### src/rtl/river_cross_game_ctrl.sv
// Farmer/wolf/goat/cabbage river crossing controller: one move per request,
// legality check, registered safety alarm, move counter and WON/LOST tracking.
module river_cross_game_ctrl #(
  parameter int MOVE_W     = 5,
  parameter int MAX_MOVES  = 31,
  parameter int TIMEOUT_EN = 1
) (
  input  logic              clk,
  input  logic              resetn,
  input  logic              restart,
  input  logic              move_valid,
  input  logic [1:0]        move_sel,
  output logic [3:0]        pos,
  output logic              alarm,
  output logic              move_err,
  output logic [MOVE_W-1:0] move_cnt,
  output logic              won,
  output logic              lost,
  output logic              timeout
);

  // state | meaning
  // PLAY  | game in progress, moves accepted
  // WON   | everyone on the far bank, moves rejected
  // LOST  | unsafe bank or move limit reached, moves rejected
  localparam logic [1:0] S_PLAY = 2'd0;
  localparam logic [1:0] S_WON  = 2'd1;
  localparam logic [1:0] S_LOST = 2'd2;

  localparam logic [MOVE_W-1:0] CNT_SAT  = '1;
  localparam logic [MOVE_W-1:0] CNT_LIMIT = MOVE_W'(MAX_MOVES);

  logic [1:0]        state, state_next;
  logic [3:0]        next_pos;
  logic [MOVE_W-1:0] cnt_next;
  logic              legal;
  logic              timeout_next;

  // pos bits: [3]=farmer, [2]=wolf, [1]=goat, [0]=cabbage
  function automatic logic unsafe(input logic [3:0] p);
    return ((p[2] == p[1]) && (p[1] != p[3])) ||
           ((p[1] == p[0]) && (p[1] != p[3]));
  endfunction

  always_comb begin
    legal        = (move_sel == 2'd0) || (pos[2'd3 - move_sel] == pos[3]);
    next_pos     = pos ^ {1'b1, move_sel == 2'd1, move_sel == 2'd2, move_sel == 2'd3};
    cnt_next     = (move_cnt == CNT_SAT) ? move_cnt : move_cnt + 1'b1;
    state_next   = S_PLAY;
    timeout_next = 1'b0;
    // A win on the last allowed move takes precedence over the limit.
    if (next_pos == 4'b1111) begin
      state_next = S_WON;
    end else if (unsafe(next_pos)) begin
      state_next = S_LOST;
    end else if ((TIMEOUT_EN != 0) && (cnt_next == CNT_LIMIT)) begin
      state_next   = S_LOST;
      timeout_next = 1'b1;
    end
  end

  always_ff @(posedge clk or negedge resetn) begin
    if (!resetn) begin
      state    <= S_PLAY;
      pos      <= 4'b0000;
      move_cnt <= '0;
      alarm    <= 1'b0;
      move_err <= 1'b0;
      timeout  <= 1'b0;
    end else if (restart) begin
      state    <= S_PLAY;
      pos      <= 4'b0000;
      move_cnt <= '0;
      alarm    <= 1'b0;
      move_err <= 1'b0;
      timeout  <= 1'b0;
    end else begin
      move_err <= 1'b0;
      if (move_valid) begin
        if ((state != S_PLAY) || !legal) begin
          move_err <= 1'b1;
        end else begin
          pos      <= next_pos;
          move_cnt <= cnt_next;
          alarm    <= unsafe(next_pos);
          state    <= state_next;
          timeout  <= timeout_next;
        end
      end
    end
  end

  assign won  = (state == S_WON);
  assign lost = (state == S_LOST);

endmodule
### config.mk
export PLATFORM = sky130hd
export DESIGN_NAME = river_cross_game_ctrl
export DESIGN_NICKNAME = d
export VERILOG_FILES = /design/src/rtl/river_cross_game_ctrl.sv
export SDC_FILE = /design/constraint.sdc
export NUM_CORES = 1
export LEC_CHECK = 0
export CORE_ASPECT_RATIO = 1.75
export CORE_MARGIN = 2
export CORE_UTILIZATION = 30
export DETAILED_ROUTE_END_ITERATION = 10
export SYNTH_ARGS = -nofsm -noshare
export SYNTH_HDL_FRONTEND = slang
export SYNTH_SLANG_ARGS = --single-unit
### constraint.sdc
create_clock -name clk -period 5.6 [get_ports clk]
set_input_delay 1.12 -clock clk [delete_from_list [all_inputs] [get_ports clk]]
set_output_delay 1.12 -clock clk [all_outputs]
set_load 0.005 [all_outputs]
==> results summary <==
The flow ran to the end, and the final reports show no timing, DRC or antenna violations. In this run the number of H-tree levels came out at 1. The total of max-cap violations came out at 0.

The number of remaining DRC errors is 0. The largest net degree at the start of global routing is 16. Yosys mapped a number of flops with a built-in enable equal to 0.

The flip-flop and latch count after synthesis is 14. The floorplan has 25 rows. The length of routed met2 wiring is 940 um. The tightest slew margin relative to the limit is 55.4%.

The clock input transition at the sequential cells of the worst setup and hold paths is 60 ps. The count of TritonRoute iterations in the first routing pass came out at 5. The number of input and output port buffers inserted is 19.

For flop-to-flop paths, the worst setup slack is 3480 ps. The final hold violation count is 0. The Yosys step of the flow raised 0 warnings. Counting every instance in the synthesized netlist gives 88.

The core area came out at 0.00269 mm2. From left edge to right edge, the die measures 44.2 um. The post-detailed-placement half-perimeter wirelength is 1360 um. Walking the worst path, the cells encountered are clkdlybuf4s50_1 > nand2b_1 > xnor2_1 > ha_1 > nor3b_1 > or4b_1 > a21oi_1.

The measured slew at the worst slew-check pin came out at 667 ps. The global placement routability congestion is 0.767. For the worst-skew pair, the clock arrives at the later sink with an insertion delay of 240 ps. The clock buffer count from CTS is 3.

The area overhead of the layout relative to synthesis came out at 29.0%. STA classifies the critical path endpoint as a flip-flop. The clock arrives with 4.54 ps of skew. The number of global-route vias before repair is 685. The initial antenna violation count came out at 0.

The final-layout setup total negative slack came out at 0 ps. The total routed wire length on the met1 layer is 739 um. Among all stages on the critical path, the largest delay is contributed by sky130_fd_sc_hd__clkdlybuf4s50_1. Setup violations remaining at the end of the flow were counted as 0. The number of buffers inserted to repair setup after CTS came out at 0. The sum of overflow across all layers after global routing came out at 0. Counting distinct cell types in the post-synthesis netlist gives 30. The average cell area after synthesis came out at 9.65 um2. In this run the deepest clock path goes through 2 buffers. The main flop type after synthesis is sky130_fd_sc_hd__dfrtp_1. The switching power summed over all nets came out at 119 uW. The kind of start point of the critical path is a primary input. TritonCTS built the clock tree. The analysis attributes to cell leakage a power of 0.000437 uW.

The internal power summed over all cells came out at 241 uW. The clock group share of total power came out at 22.5%. For this design, the CTS-stage hold fixing added 0 buffers.

The logic gate share of total power is 39.0%. The post-synthesis cell area came out at 850 um2. The detailed route wirelength on metal3 is 105 um. The initial standard-cell utilization of the core came out at 31.6%.

The highest ir drop seen on vdd is 140 uV. The peak clock frequency supported by timing is 333 MHz. The net count after synthesis came out at 96.

The number of diodes is 0. Measured along the y axis, the die boundary spans 74.4 um. Setup repair after global routing left no endpoint under its margin. The time the worst path needs with I/O delays and setup came out at 3000 ps.

The utilization of the core after routing came out at 40.7%. CTS placed an instance of sky130_fd_sc_hd__clkbuf_8 at the clock tree root. The relative contribution of sequential cells to total power is 38.5%. The average vias per placed instance is 5.52. The path class of the tightest hold or removal check is flip-flop to flip-flop. The detailed-route via count came out at 740. On the worst path, the slowest cell contributes a delay of 660 ps. Clock tree synthesis found a total of 14 sinks. Global routing used 12.7% of the available tracks.

Along the worst path, the maximum fanout reaches 9. The fraction of the yosys area taken by sequential cells came out at 41.2%. The final-report max-slew violation count came out at 0. The async set or reset register ratio after synthesis is 100%. Data on the critical path arrives at its endpoint at 3160 ps. After the first detailed-routing iteration, the DRC count stood at 11. The layout net count is 117. The remaining antenna violation count came out at 0. For this design the ratio of total power to cell area is 329 mW/mm2. The highest metal layer used by the detailed router is met4. The critical path is of the primary input to flip-flop type.

The global-route wire length before repair is 3030 um. STA puts the critical path data required time at 5750 ps. The total of cells resized after clock tree synthesis is 0. The die outline area came out at 0.00329 mm2.

The number of placed I/O pins came out at 20. Net switching is 33.2% of the power. In the final layout, the share of cells above drive strength 1 is 4.67%. The average routed wire per standard cell is 13.8 um.

The total wirelength of the detailed-routed design is 1850 um. The portion of the clock cycle consumed by the worst path in the final layout came out at 53.6%.
==> critical path: cells and delay by family <==
family / cells / cell delay [ps]
AND/OR/NAND/NOR: 3 / 860
buffers and inverters: 1 / 660
XOR/XNOR: 1 / 160
AO/OA/AOI/OAI: 1 / 160
adder cells (fa/ha/maj): 1 / 190
==> kinds of logic (layout without fill, tap and decap cells) <==
group / after synthesis / in the layout / synth area share, %
compound gates: 13 / 13 / 10.8
xor+xnor: 11 / 11 / 12.2
fa+ha+maj: 2 / 2 / 2.95
buf+inv: 4 / 23 / 2.65
flops: 14 / 14 / 41.2
mux: 5 / 5 / 5.89
simple gates: 39 / 39 / 24.3
==> sequential cells by signal, indices dropped and copies added (netlist names) <==
register	flops
alarm	1
move_cnt	5
move_err	1
pos	4
state	2
timeout	1
==> synthesized netlist by cell type (2+ instances only) <==
cell                        n  share of area, %
sky130_fd_sc_hd__a21oi_1    6               3.5
sky130_fd_sc_hd__a311oi_1   2               2.1
sky130_fd_sc_hd__clkbuf_1   2              0.88
sky130_fd_sc_hd__dfrtp_1   14                41
sky130_fd_sc_hd__ha_1       2               2.9
sky130_fd_sc_hd__mux2i_1    5               5.9
sky130_fd_sc_hd__nand2_1    6               2.7
sky130_fd_sc_hd__nand2b_1   3               2.2
sky130_fd_sc_hd__nor2_1    12               5.3
sky130_fd_sc_hd__nor2b_1    3               2.2
sky130_fd_sc_hd__nor3_1     4               2.4
sky130_fd_sc_hd__nor3b_1    3               2.7
sky130_fd_sc_hd__xnor2_1    9               9.3
==> path summary, 6_finish.rpt <==
check / to / start / cells after the start
hold reg to reg: alarm / alarm / 2
hold / removal: alarm / alarm / 2
min in group asynchronous: pos[2] / resetn / 1
setup / recovery: timeout / move_sel[1] / 7
setup reg to reg: timeout / move_cnt[0] / 5
max in group asynchronous: state[0] / resetn / 1
==> layout by cell type (no fill, tap or decap), types with 2 or more instances in the layout <==
master,synthesis,final
sky130_fd_sc_hd__nand2_1,6,6
sky130_fd_sc_hd__clkdlybuf4s50_1,0,19
sky130_fd_sc_hd__xnor2_1,9,9
sky130_fd_sc_hd__nor2_1,12,12
sky130_fd_sc_hd__nor2b_1,3,3
sky130_fd_sc_hd__nand2b_1,3,3
sky130_fd_sc_hd__a21oi_1,6,6
sky130_fd_sc_hd__mux2i_1,5,5
sky130_fd_sc_hd__dfrtp_1,14,14
sky130_fd_sc_hd__ha_1,2,2
sky130_fd_sc_hd__nor3_1,4,4
sky130_fd_sc_hd__a311oi_1,2,2
sky130_fd_sc_hd__clkbuf_8,0,3
sky130_fd_sc_hd__nor3b_1,3,3
==> metal layers <==
metal  vias up  global-route usage [%]
met2        32                    21.7
met4         0                    8.08
met3         6                    1.46
li1        350                       -
met5         -                       0
met1       352                    14.5
==> area by class of cell <==
cell class	instances	area (um2)
fillers	271	1590
multi-input cells	70	477
flip-flops and latches	14	350
repair buffers	19	190
clock buffers	3	41.3
well taps	27	33.8
inverters	1	3.75
==> stage by stage <==
stage	std cells	cell area, um2	hold WS (ps)	setup slack, ps	total power (uW)
3_3_place_gp	131	1050	512	2380	279
5_1_grt	134	1100	562	2510	386
6_report	134	1100	527	2600	360
3_5_place_dp	131	1050	520	2360	282
2_1_floorplan	88	850	508	2910	231
4_1_cts	134	1100	533	2600	364
==> power by group through the flow <==
| stage | logic, uW | clock network, uW | registers (uW) |
|---|---|---|---|
| after floorplan | 97.2 | 0 | 134 |
| final | 140 | 81.1 | 139 |
| after detailed placement | 141 | 0 | 140 |
| after global placement | 139 | 0 | 140 |
| after CTS | 143 | 82.9 | 138 |
| after global routing | 155 | 89.3 | 142 |
Note: power is estimated with default switching activity, not from simulation.
